### src/rtl/buzzer_tone_gen_if.sv
// Control bits from the buzzer's bus registers plus the pin-side status of the tone generator.
interface buzzer_tone_gen_if;
    logic ctrl_en;
    logic ctrl_buzz;
    logic buzzer_out;
    logic active;

    modport master (output ctrl_en, output ctrl_buzz, input buzzer_out, input active);
    modport slave  (input ctrl_en, input ctrl_buzz, output buzzer_out, output active);
endinterface

### src/rtl/buzzer_tone_gen.sv
// Piezo square-wave driver with period-aligned graceful stops and a guaranteed minimum tone length.
// Defining BUZZER_CADENCE_EN adds an on/off burst cadence inside the tone.
module buzzer_tone_gen #(
    parameter int HALF_PERIOD_CYCLES  = 12500,
    parameter int MIN_PERIODS         = 2,
    parameter int CADENCE_ON_PERIODS  = 200,
    parameter int CADENCE_OFF_PERIODS = 200
) (
    input logic         clk,
    input logic         rst,
    buzzer_tone_gen_if.slave bus
);

    localparam int HC_W = (HALF_PERIOD_CYCLES > 1) ? $clog2(HALF_PERIOD_CYCLES) : 1;
    localparam int PC_W = $clog2(MIN_PERIODS + 1);

    if (HALF_PERIOD_CYCLES < 1 || MIN_PERIODS < 1 ||
        CADENCE_ON_PERIODS < 1 || CADENCE_OFF_PERIODS < 1) begin : g_param_check
        $error("buzzer_tone_gen: all parameters must be >= 1");
    end

    typedef enum logic [1:0] {IDLE, TONE, STOP} state_t;

    state_t            state, state_next;
    logic [HC_W-1:0]   hc, hc_next;
    logic [PC_W-1:0]   pc, pc_next, pc_after;
    logic              phase, phase_next;
    logic              req, wrap, period_end, min_done, toggling;

`ifdef BUZZER_CADENCE_EN
    localparam int CC_MAX = (CADENCE_ON_PERIODS > CADENCE_OFF_PERIODS) ? CADENCE_ON_PERIODS : CADENCE_OFF_PERIODS;
    localparam int CC_W   = (CC_MAX > 1) ? $clog2(CC_MAX) : 1;

    logic              gap, gap_next;
    logic [CC_W-1:0]   cc, cc_next;
    logic              out_q;

    assign toggling       = ~gap;
    assign bus.buzzer_out = out_q;
`else
    assign toggling       = 1'b1;
    assign bus.buzzer_out = phase;
`endif

    // A period is a high half followed by a low half; it ends when the low half wraps.
    assign req        = bus.ctrl_en && bus.ctrl_buzz;
    assign wrap       = (hc == HC_W'(HALF_PERIOD_CYCLES - 1));
    assign period_end = wrap && !phase;
    assign pc_after   = (toggling && pc != PC_W'(MIN_PERIODS)) ? pc + 1'b1 : pc;
    assign min_done   = (pc_after == PC_W'(MIN_PERIODS));
    assign bus.active = (state != IDLE);

    always_ff @(posedge clk or posedge rst) begin
        if (rst)
            state <= IDLE;
        else
            state <= state_next;
    end

    always_comb begin
        state_next = state;
        hc_next    = hc;
        pc_next    = pc;
        phase_next = phase;
`ifdef BUZZER_CADENCE_EN
        gap_next   = gap;
        cc_next    = cc;
`endif
        case (state)
            IDLE: begin
                hc_next    = '0;
                pc_next    = '0;
                phase_next = 1'b0;
`ifdef BUZZER_CADENCE_EN
                gap_next   = 1'b0;
                cc_next    = '0;
`endif
                if (req) begin
                    state_next = TONE;
                    phase_next = 1'b1;
                end
            end
            TONE, STOP: begin
                hc_next = wrap ? '0 : hc + 1'b1;
                if (wrap)
                    phase_next = ~phase;
                if (period_end) begin
                    pc_next = pc_after;
`ifdef BUZZER_CADENCE_EN
                    if (!gap) begin
                        if (cc == CC_W'(CADENCE_ON_PERIODS - 1)) begin
                            gap_next = 1'b1;
                            cc_next  = '0;
                        end else begin
                            cc_next  = cc + 1'b1;
                        end
                    end else begin
                        if (cc == CC_W'(CADENCE_OFF_PERIODS - 1)) begin
                            gap_next = 1'b0;
                            cc_next  = '0;
                        end else begin
                            cc_next  = cc + 1'b1;
                        end
                    end
`endif
                end
                // A renewed request in STOP wins over completion so the tone never drops out.
                if (state == TONE) begin
                    if (!req)
                        state_next = STOP;
                end else if (req) begin
                    state_next = TONE;
                end else if (period_end && min_done) begin
                    state_next = IDLE;
                    hc_next    = '0;
                    pc_next    = '0;
                    phase_next = 1'b0;
`ifdef BUZZER_CADENCE_EN
                    gap_next   = 1'b0;
                    cc_next    = '0;
`endif
                end
            end
            default: state_next = IDLE;
        endcase
    end

    always_ff @(posedge clk or posedge rst) begin
        if (rst) begin
            hc    <= '0;
            pc    <= '0;
            phase <= 1'b0;
`ifdef BUZZER_CADENCE_EN
            gap   <= 1'b0;
            cc    <= '0;
            out_q <= 1'b0;
`endif
        end else begin
            hc    <= hc_next;
            pc    <= pc_next;
            phase <= phase_next;
`ifdef BUZZER_CADENCE_EN
            gap   <= gap_next;
            cc    <= cc_next;
            out_q <= phase_next & ~gap_next;
`endif
        end
    end

endmodule

### src/flat_wrapper.sv
// flat-port wrapper written by rule: the top's interface ports become plain ports
module buzzer_tone_gen_flat 
#(
    parameter int HALF_PERIOD_CYCLES  = 12500,
    parameter int MIN_PERIODS         = 2,
    parameter int CADENCE_ON_PERIODS  = 200,
    parameter int CADENCE_OFF_PERIODS = 200
)
  (clk, rst, bus_ctrl_en, bus_ctrl_buzz, bus_buzzer_out, bus_active);
  buzzer_tone_gen_if bus_i ();
  input logic clk;
  input logic rst;
  input wire logic [$bits(bus_i.ctrl_en)-1:0] bus_ctrl_en;
  input wire logic [$bits(bus_i.ctrl_buzz)-1:0] bus_ctrl_buzz;
  output wire logic [$bits(bus_i.buzzer_out)-1:0] bus_buzzer_out;
  output wire logic [$bits(bus_i.active)-1:0] bus_active;
  assign bus_i.ctrl_en = bus_ctrl_en;
  assign bus_i.ctrl_buzz = bus_ctrl_buzz;
  assign bus_buzzer_out = bus_i.buzzer_out;
  assign bus_active = bus_i.active;
  buzzer_tone_gen #(.HALF_PERIOD_CYCLES(HALF_PERIOD_CYCLES), .MIN_PERIODS(MIN_PERIODS), .CADENCE_ON_PERIODS(CADENCE_ON_PERIODS), .CADENCE_OFF_PERIODS(CADENCE_OFF_PERIODS)) u_core (.clk(clk), .rst(rst), .bus(bus_i));
endmodule
### config.mk
export PLATFORM = sky130hd
export DESIGN_NAME = buzzer_tone_gen_flat
export DESIGN_NICKNAME = d
export VERILOG_FILES = /design/src/rtl/buzzer_tone_gen_if.sv /design/src/rtl/buzzer_tone_gen.sv /design/src/flat_wrapper.sv
export SDC_FILE = /design/constraint.sdc
export NUM_CORES = 1
export LEC_CHECK = 0
export ABC_AREA = 1
export CORE_ASPECT_RATIO = 0.7
export CORE_MARGIN = 3
export CORE_UTILIZATION = 53
export DETAILED_ROUTE_END_ITERATION = 10
export PLACE_DENSITY_LB_ADDON = 0.3
export SLEW_MARGIN = 10
export SYNTH_ARGS = -nofsm -noshare
export SYNTH_HDL_FRONTEND = slang
export SYNTH_SLANG_ARGS = --single-unit
### constraint.sdc
create_clock -name clk -period 3.35 [get_ports clk]
set_clock_uncertainty 0.05 [all_clocks]
set_input_delay 0.67 -clock clk [delete_from_list [all_inputs] [get_ports clk]]
set_output_delay 0.67 -clock clk [all_outputs]
set_load 0.02 [all_outputs]
[Word-level counts from Yosys, hierarchy flattened]
Cells that the tools add are included.
Word-level totals
  flip-flop bits (word level): 19
  input port bits: 4
  output and inout port bits: 2
Cells by class
  add/sub/neg operators: 2
  equal/unequal tests: 8
  muxes and demuxes: 23
  bitwise gates (word level): 1
  reduce and logical (&&, ||, !) cells: 9
Operator list (number)
  two-way mux 14 bit: 4
  one-hot mux 14 bit (2 select lines): 1
  two-way mux 2 bit: 10
  adder 14 x 1 -> 14 bit (second input constant): 1
  == test 14 bit (second input constant): 1
  one-hot mux 2 bit (2 select lines): 2
  two-way mux 1 bit: 5
  == test 2 bit (second input constant): 2
  inequality test 4 x 1 -> 1 bit (second input constant): 1
  nonzero test 2 bit: 2
  logical AND 1 bit: 3
  inequality test 3 bit (second input constant): 1
  AND reduction 3 bit: 1
  adder 2 x 1 -> 2 bit (second input constant): 1
  == test 2 x 1 -> 1 bit (second input constant): 1
  zero test 2 bit: 1
  inequality test 2 x 1 -> 1 bit (second input constant): 1
  inequality test 2 bit (second input constant): 1
  one-hot mux 1 bit (2 select lines): 1
  OR reduction 2 bit: 1
  zero test 1 bit: 1
  inverter 1 bit: 1

[Longest topological paths before layout]
  word-level depth: 8
  gate-level depth with buffers: 16
  depth with buffers taken out: 15

[Least setup slack after synthesis]
Ideal clock, no wire load.
  path type: reg2reg
  start point: reg u_core.hc[0]
  end point: reg u_core.hc[10]
  library setup time: 0.121 ns
  data arrival time: 1.648 ns
  data required time: 3.179 ns
  path slack: 1.531 ns
  stages on the path, launching flop included: 17
  clock period less this slack: 1.819 ns
  path through: dfrtp_1 > ha_1 > nand2_1 > inv_1 > nand2_1 > nor2_1 > nand2_1 > inv_1 > ha_1 > nand2_1 > nor2_1 > inv_1 > nand3_1 > nand2_1 > inv_2 > buf_6 > nor2_1
Between the ends
  word-level cells in the longest chain between the ends: 7
Ends and longest elaborated chain
  from (decl): line buzzer_tone_gen.sv:25  | logic [HC_W-1:0] hc, hc_next;
  from (signal assigned): line buzzer_tone_gen.sv:139  | hc <= hc_next;
  parallel branches: the longest is 5 deep, another holds adder 14 x 1 -> 14 bit
  two-way mux 14 bit *: line buzzer_tone_gen.sv:108  | if (state == TONE) begin
  one-hot mux 14 bit (2 select lines) *: line buzzer_tone_gen.sv:69  | case (state)
Mark *: on every way between the ends.
A chain may end at the register's enable or synchronous reset.

[Worst setup path in the final report]
  start point: reg u_core.state[0]
  end point: out bus_active
Between the ends
  word-level cells in the longest chain between the ends: 1
Ends and longest elaborated chain
  from (decl): line buzzer_tone_gen.sv:24  | state_t state, state_next;
  from (signal assigned): line buzzer_tone_gen.sv:57  | state <= state_next;
  nonzero test 2 bit: line buzzer_tone_gen.sv:51  | assign bus.active = (state != IDLE);
  to (decl): line flat_wrapper.sv:16  | output wire logic [$bits(bus_i.active)-1:0] bus_active;
Every way passes these cells.

==> metrics <==
CP Capture Type output pin; max-slew violation count 0; CTS tree built; most frequent cell after synthesis sky130_fd_sc_hd__nand2_1; Area growth, synth to finish 7.53%; Die Width 64.0 um; hold crit path type register to register; Ys Warns 0; Hold Vio Cnt, Final 0; average wire per cell in the routed design 11.0 um; diode insertion count for antenna repair 0; global-route wire length before repair 4070 um; crit start category register; buffer cell driving the clock tree root sky130_fd_sc_hd__clkbuf_4; maximum cell stage delay along the critical path 0.60 ns; maximum fanout along the worst path 4; Sw Ratio 42.3%; IO Port Bufs 5; average cell area after synthesis 7.33 um^2; estimated wirelength of the detail-placed design 1830 um; final wirelength 2310 um; TritonCTS Buffers 3; net count of the finished layout 189; count of vias placed by the detailed router 1046; count of final setup violators 0; Req. time, crit path 2.63 ns; dominant cell type by area after synthesis sky130_fd_sc_hd__dfrtp_1; Initial Utilization 56.9%; post-CTS setup-driven buffer insertion count 0; vertical extent of the die 46.6 um; fraction of layout instances using a drive strength above 1 7.91%; pre-CTS setup slack 1.28 ns; maximum number of pins on one net before global-route repair 20; total of max-cap violations 0; cell area after synthesis 1250 um^2; H-tree Lvls 1; maximum resistive drop on vdd 0.000362 V; share of total power in sequential cells 40.7%; worst-margin pin slew 0.705 ns; part of the power in the clock network 16.2%; number of standard cells after synthesis 170; Row Count 14; number of instances resized during post-cts repair 0; dominant cells by area after synthesis sky130_fd_sc_hd__dfrtp_1, sky130_fd_sc_hd__nand2_1, sky130_fd_sc_hd__inv_1; via count of the first global-routing pass 955; most repeated library cell on the critical path sky130_fd_sc_hd__inv_1; clock sink count 19; flip-flop and latch count after synthesis 19; fraction of registers with async set or reset after synthesis 100%; number of top-level design ports 6; worst reg-to-reg setup slack 1.26 ns; Synth Flop Type sky130_fd_sc_hd__dfrtp_1; Clock transition at path regs 0.10 ns; Synthesized Nets 181; final critical-path share of the clock period 70.8%; part of the Yosys area used for sequential elements 38.2%; maximum operating frequency 0.422 GHz; Congestion Overflow GR 0; drt first-iter violations 63; outcome completed; tightest slew margin relative to the limit 53.0%; Total Die Area 2980 um^2; cells along the critical path inv_1 > ha_1 > inv_1 > clkdlybuf4s50_1; Internal Dissipation 405 uW; setup repair after global routing missed its margin no; count of different cell masters after synthesis 27; crit path DAT 1.65 ns; PwrDens 524 nW/um^2; floorplan core area 2190 um^2; number of antenna violations at the first check in global routing 0; Max Root-Sink Buffers 2; share of Yosys cell area claimed by the top area cell type 38.2%; post-route antenna net violation count 0; detailed-route vias per instance 5.00; WP buf/inv 3; Critical Setup Path Class register to output pin; number of flops mapped to enable cells by yosys 0; count of unresolved DRC violations after routing 0; cell with the biggest individual delay on the critical path sky130_fd_sc_hd__clkdlybuf4s50_1; switching power of the nets 297 uW; global-route usage over all layers 17.9%; Period minus WS final 2.37 ns; most numerous cell types in the synthesized netlist sky130_fd_sc_hd__nand2_1, sky130_fd_sc_hd__inv_1, sky130_fd_sc_hd__nor2_1, sky130_fd_sc_hd__dfrtp_1, sky130_fd_sc_hd__o21ai_0; Lkg Pwr 0.661 nW; relative contribution of combinational cells to total power 43.0%; sum of negative setup slack 0 ns; first-pass detailed-route iteration total 4; worst hold slack across all endpoints 0.501 ns; post-layout worst setup margin 0.980 ns; Hold Buf Count CTS 0; fillcell total 204; Util after Layout 61.2%; cell family with the largest share of critical-path delay buffers and inverters; clk_lat worst skew 0.29 ns; gpl congestion 0.785
-- routing by layer --
layer / vias up / GRT usage, % / wire length, um
met4: 0 / 5.58 / 11
met2: 17 / 27.1 / 966
met1: 482 / 24.7 / 1250
met3: 2 / 5.37 / 82
li1: 545 / - / -
met5: - / 0 / 0
-- through the flow --
stage | cells | total power, mW | cell area [um^2]
after floorplan | 170 | 0.530 | 1250
after global placement | 205 | 0.575 | 1310
after detailed placement | 205 | 0.591 | 1310
after CTS | 209 | 0.706 | 1340
after global routing | 209 | 0.758 | 1340
final | 209 | 0.702 | 1340
-- layout by cell type (no fill, tap or decap), types with 3 or more instances in the layout --
cell / n
sky130_fd_sc_hd__dfrtp_1: 19
sky130_fd_sc_hd__clkbuf_4: 3
sky130_fd_sc_hd__xor2_1: 3
sky130_fd_sc_hd__nand2_1: 39
sky130_fd_sc_hd__inv_1: 28
sky130_fd_sc_hd__nand4_1: 3
sky130_fd_sc_hd__nand3_1: 11
sky130_fd_sc_hd__clkdlybuf4s50_1: 5
sky130_fd_sc_hd__o21ai_0: 12
sky130_fd_sc_hd__nor2_1: 26
sky130_fd_sc_hd__ha_1: 7
-- cell type report --
| type | count | area [um^2] | share of cell area [%] |
|---|---|---|---|
| clock buffers | 4 | 26.3 | 1.96 |
| inverters | 31 | 121 | 9.06 |
| multi-input cells | 118 | 627 | 46.8 |
| flip-flops and latches | 19 | 475 | 35.5 |
| well taps | 32 | 40.0 | 2.99 |
| repair buffers | 5 | 50.0 | 3.73 |
-- power groups by stage --
stage | Sequential (mW) | Combinational, mW | Clock, mW
2_1_floorplan | 0.291 | 0.239 | 0
3_3_place_gp | 0.289 | 0.287 | 0
3_5_place_dp | 0.291 | 0.300 | 0
4_1_cts | 0.286 | 0.302 | 0.118
5_1_grt | 0.290 | 0.341 | 0.126
6_report | 0.286 | 0.302 | 0.114
-- final timing paths --
path                                 start         endpoint  cells after the start
setup / recovery           u_core.state[0]       bus_active                      4
hold / removal                u_core.pc[0]     u_core.pc[0]                      2
setup reg to reg              u_core.hc[0]    u_core.hc[10]                     15
hold reg to reg               u_core.pc[0]     u_core.pc[0]                      2
max in group asynchronous              rst  u_core.state[0]                      2
min in group asynchronous              rst    u_core.hc[12]                      2
-- tightest hold or removal path, delay by kind of cell (launching register included) --
kind,cells,cell delay (ns)
DFF,1,0.37
buffers and inverters,1,0.08
AOI/OAI and AO/OA,1,0.07
-- registers in the layout, indices dropped and copies added (netlist names) --
name	flops
u_core.hc	14
u_core.pc	2
u_core.state	2
u_core.bus.buzzer_out	1
-- logic make-up after synthesis --
family	Yosys count	share of synthesized area, %
xor+xnor	4	2.81
flops	19	38.2
buf+inv	33	11.5
compound gates	18	8.13
fa+ha+maj	7	7.03
simple gates	89	32.3
Note: power is estimated with default switching activity, not from simulation.
